==> config.mk <==
export PLATFORM = sky130hd
export DESIGN_NAME = cordic_engine
export DESIGN_NICKNAME = d
export VERILOG_FILES = /design/src/rtl/cordic_engine.sv
export SDC_FILE = /design/constraint.sdc
export NUM_CORES = 1
export LEC_CHECK = 0
export CAP_MARGIN = 20
export CELL_PAD_IN_SITES_DETAIL_PLACEMENT = 1
export CELL_PAD_IN_SITES_GLOBAL_PLACEMENT = 2
export CORE_MARGIN = 5
export CORE_UTILIZATION = 35
export CTS_CLUSTER_SIZE = 14
export DETAILED_ROUTE_END_ITERATION = 8
export GPL_TIMING_DRIVEN = 1
export PLACE_DENSITY = 0.88
export SYNTH_ARGS = -nofsm -noshare
export SYNTH_HDL_FRONTEND = slang
export SYNTH_SLANG_ARGS = --single-unit
==> constraint.sdc <==
create_clock -name i_clk -period 2.1 [get_ports i_clk]
set_input_delay 0.315 -clock i_clk [delete_from_list [all_inputs] [get_ports i_clk]]
set_output_delay 0.315 -clock i_clk [all_outputs]
set_load 0.1 [all_outputs]
==> src/rtl/cordic_engine.sv <==
// One rotation-mode CORDIC micro-rotation stage: rotates (x,y) by +/-atan(2^-i)
// toward a zero residual angle, with quadrant tag and valid carried alongside.
module cordic_engine #(
  parameter  int DATA_WIDTH = 18,
  parameter  int N_PE       = 15,
  localparam int CNT_W      = $clog2(N_PE + 1)
) (
  input  logic                         i_clk,
  input  logic                         i_rst_n,
  input  logic signed [DATA_WIDTH-1:0] in_x,
  input  logic signed [DATA_WIDTH-1:0] in_y,
  input  logic signed [DATA_WIDTH-1:0] in_alpha,
  input  logic signed [DATA_WIDTH-1:0] in_atan,
  input  logic        [CNT_W-1:0]      i_count,
  input  logic        [1:0]            i_quadrant,
  input  logic                         valid_in,
  output logic signed [DATA_WIDTH-1:0] out_x,
  output logic signed [DATA_WIDTH-1:0] out_y,
  output logic signed [DATA_WIDTH-1:0] out_alpha,
  output logic        [1:0]            out_quadrant,
  output logic                         valid_out
);

  logic signed [DATA_WIDTH-1:0] w_xs;
  logic signed [DATA_WIDTH-1:0] w_ys;
  logic                         w_dir_pos;
  logic signed [DATA_WIDTH-1:0] w_x_next;
  logic signed [DATA_WIDTH-1:0] w_y_next;
  logic signed [DATA_WIDTH-1:0] w_a_next;

  logic signed [DATA_WIDTH-1:0] r_x;
  logic signed [DATA_WIDTH-1:0] r_y;
  logic signed [DATA_WIDTH-1:0] r_alpha;
  logic        [1:0]            r_quadrant;
  logic                         r_valid;

  // Arithmetic shift on signed operands sign-fills, even for shifts >= DATA_WIDTH.
  assign w_xs      = in_x >>> i_count;
  assign w_ys      = in_y >>> i_count;
  assign w_dir_pos = ~in_alpha[DATA_WIDTH-1];

  always_comb begin
    w_x_next = '0;
    w_y_next = '0;
    w_a_next = '0;
    if (w_dir_pos) begin
      w_x_next = in_x - w_ys;
      w_y_next = in_y + w_xs;
      w_a_next = in_alpha - in_atan;
    end else begin
      w_x_next = in_x + w_ys;
      w_y_next = in_y - w_xs;
      w_a_next = in_alpha + in_atan;
    end
  end

  // Data and quadrant only load on valid samples; otherwise they hold.
  always_ff @(posedge i_clk or negedge i_rst_n) begin
    if (!i_rst_n) begin
      r_x        <= '0;
      r_y        <= '0;
      r_alpha    <= '0;
      r_quadrant <= '0;
      r_valid    <= 1'b0;
    end else begin
      r_valid <= valid_in;
      if (valid_in) begin
        r_x        <= w_x_next;
        r_y        <= w_y_next;
        r_alpha    <= w_a_next;
        r_quadrant <= i_quadrant;
      end
    end
  end

  assign out_x        = r_x;
  assign out_y        = r_y;
  assign out_alpha    = r_alpha;
  assign out_quadrant = r_quadrant;
  assign valid_out    = r_valid;

endmodule

==> impl_metrics.json <==
{
  "status": "complete, but fails checks",
  "violations": "negative setup slack",
  "ff2ff_setup_slack_ns": 1.21,
  "arrival_ns": 5.04,
  "hold_class": "in2reg",
  "yosysWarningCount": 0,
  "fmax_ghz": 0.2091,
  "overflow": 0,
  "yosysMostFrequentCell": "a21oi_1",
  "drt_iter0_drc": 1065,
  "utilization_pct": 67.11,
  "viasPerCell": 6.419,
  "critPathMaxStageDelay_ns": 0.57,
  "drive_gt1_share_pct": 60.79,
  "syn_to_final_growth_pct": 90.51,
  "cts_tree": "done",
  "seq_area_um2": 1426,
  "wl_um": 51080,
  "clkTransAtPathRegs_ns": 0.06,
  "synthArstFlopShare_pct": 100.0,
  "powerDensity_nw_per_um2": 1030,
  "synth_area_um2": 7082,
  "io_pins": 138,
  "antenna_found_initial": 3,
  "start_util_pct": 35.23,
  "synth_top_area_share_pct": 20.14,
  "fin_nets": 1426,
  "yosysSeqAreaShare_pct": 20.14,
  "path_cells": "dlygate4sd2_1, buf_6, buf_4, nor3_1, mux2_2, nand2_1, nand3_1, nor2b_4, and2_1, a21oi_1, buf_4, xnor2_1, ha_1, nand2_1, nor2_1, a211oi_2, o21ai_2, a211oi_2, nor3_2, buf_4, mux2i_1, nand2_1, o2111ai_1",
  "grt_max_degree": 32,
  "worstSetupEndpointType": "flop",
  "numCtsBuffers": 9,
  "wire_per_inst_um": 32.66,
  "synth_ff_type": "dfrtp_1",
  "critPathKind": "in2reg",
  "vdd_drop_max_mv": 0.6768,
  "clock_skew_ns": 0,
  "synth_edf_count": 0,
  "cts_max_path_buffers": 2,
  "drtPass1Iterations": 5,
  "finalSetupViolCount": 50,
  "dp.cells": 1458,
  "clock_latency_ns": 0.35,
  "dp_hpwl_um": 24100,
  "port_buffers": 137,
  "synthCells": 785,
  "crit_fanout": 9,
  "setup_ws_ns": -2.682,
  "ys_types": 68,
  "synth_seq_cells": 57,
  "core_um2": 20100,
  "std_cell_rows": 52,
  "worst_path_max_delay_cell": "nor3_1",
  "dieArea_um2": 23180,
  "worst_slew_margin_rel_pct": 36.71,
  "cts_max_level": 3,
  "final_cells": 1564,
  "grt_usage_pct": 33.49,
  "die_x_um": 152.2,
  "die_y_um": 152.2,
  "period_needed_ns": 4.782,
  "antenna_left": 0,
  "cts_root_buf": "clkbuf_16",
  "maxCapViolations": 0,
  "hold_ws_ns": 0.5082,
  "cts.sink_count": 57,
  "crit_path_start_kind": "input port",
  "multi_input_area_um2": 6848,
  "fillCellCount": 2107,
  "fin_crit_sh_pct": 227.7,
  "routabilityCongestion": 0.8943,
  "worstMarginPinSlew_ns": 0.9430,
  "grt_pass1_wl_um": 62000,
  "route.detailed.drc": 0,
  "synth_area_leaders": "dfrtp_1, mux4_2, ha_1",
  "hold_violations": 0,
  "pre_cts_ws_ns": -2.737,
  "vias": 10040,
  "synth_common_cells": "a21oi_1, nor2_1, nand2_1",
  "synthesis.nets": 923,
  "required_ns": 2.36,
  "synth_top_cell_by_area": "dfrtp_1",
  "rsz0062_at_grt": "true",
  "drv_slew": 0,
  "syn_area_per_cell_um2": 9.021,
  "p_leak_uw": 0.006114,
  "grt_pass1_vias": 10474
}
[path summary, 6_finish.rpt]
kind / startpoint / endpoint / depth (start not counted)
setup / recovery: i_count[2] / out_x[17] / 23
hold / removal: in_atan[0] / out_alpha[0] / 4
setup reg to reg: out_x[16] / out_x[16] / 2
hold reg to reg: out_alpha[13] / out_alpha[13] / 1
max in group asynchronous: i_rst_n / out_x[2] / 3
min in group asynchronous: i_rst_n / out_alpha[9] / 3
[logic make-up after synthesis]
logic type | after synthesis | share of synthesized area, %
buffers and inverters | 61 | 3.710
adders and majority gates | 57 | 10.39
AOI/OAI and AO/OA | 207 | 18.34
xor gates and xnor gates | 92 | 11.38
muxes | 102 | 22.19
DFF | 57 | 20.14
and+or+nand+nor | 209 | 13.85
[sequential cells by signal, indices dropped and copies added (netlist names)]
register / flops
out_alpha: 18
out_quadrant: 2
out_x: 18
out_y: 18
valid_out: 1
[stage by stage]
stage	TNS [ns]	total power (uW)	instance area [um^2]
3_5_place_dp	-96.66	9714	10950
5_1_grt	-78.38	14190	13490
2_1_floorplan	-56.18	7130	7335
4_1_cts	-55.77	12160	12480
6_report	-74.39	13900	13490
3_3_place_gp	-92.33	9514	10950
[cell usage in the layout (no fill, tap or decap), types with 10 or more instances in the layout]
cell,Yosys,final
a21o_1,16,16
a21oi_1,81,37
a21oi_2,1,35
a21oi_4,0,10
buf_4,2,378
buf_6,2,65
clkdlybuf4s50_1,0,26
dfrtp_1,57,57
dlygate4sd2_1,0,23
ha_1,54,40
ha_4,0,10
inv_1,22,19
mux2_2,50,22
mux2_4,1,30
mux2i_1,13,10
mux4_2,32,37
nand2_1,60,49
nor2_1,65,43
nor2_2,1,12
nor2_4,0,11
o21ai_0,36,13
o21ai_2,0,11
xnor2_1,56,42
xnor2_2,0,11
xor2_1,36,33
[area by class of cell]
class | count | share of cell area, %
clock inverter | 4 | 0.5564
inverter | 24 | 0.7605
clock buffer | 12 | 1.901
timing repair buffer | 529 | 32.93
multi-input combinational | 667 | 50.76
antenna | 1 | 0.01855
tap | 270 | 2.504
sequential | 57 | 10.57
[per-layer routing]
metal / GRT usage, % / wire (um)
met5: 0 / 13
met4: 15.97 / 4921
met3: 6.987 / 4755
met2: 59.93 / 23670
met1: 38.01 / 17720
[where the power goes]
| group | internal [uW] | switching (uW) |
|---|---|---|
| Sequential | 1520 | 365 |
| Combinational | 3670 | 6540 |
| Clock | 1110 | 694 |
| Total | 6300 | 7600 |
[what timing repair did]
action,CTS,global route
endpoints found under the setup margin,52,49
hold buffers,1,0
setup buffers,57,45
cloned,1,0
gates resized for setup,291,184
hold endpoints to repair,3,0
pin swaps,115,111
[worst max-delay path: cells and delay by family]
family / cells / cell delay [ns]
xor+xnor: 1 / 0.20
mux: 2 / 0.68
fa+ha+maj: 1 / 0.32
simple gates: 9 / 1.66
compound gates: 5 / 0.90
buf+inv: 5 / 0.96
Note: power is estimated with default switching activity, not from simulation.
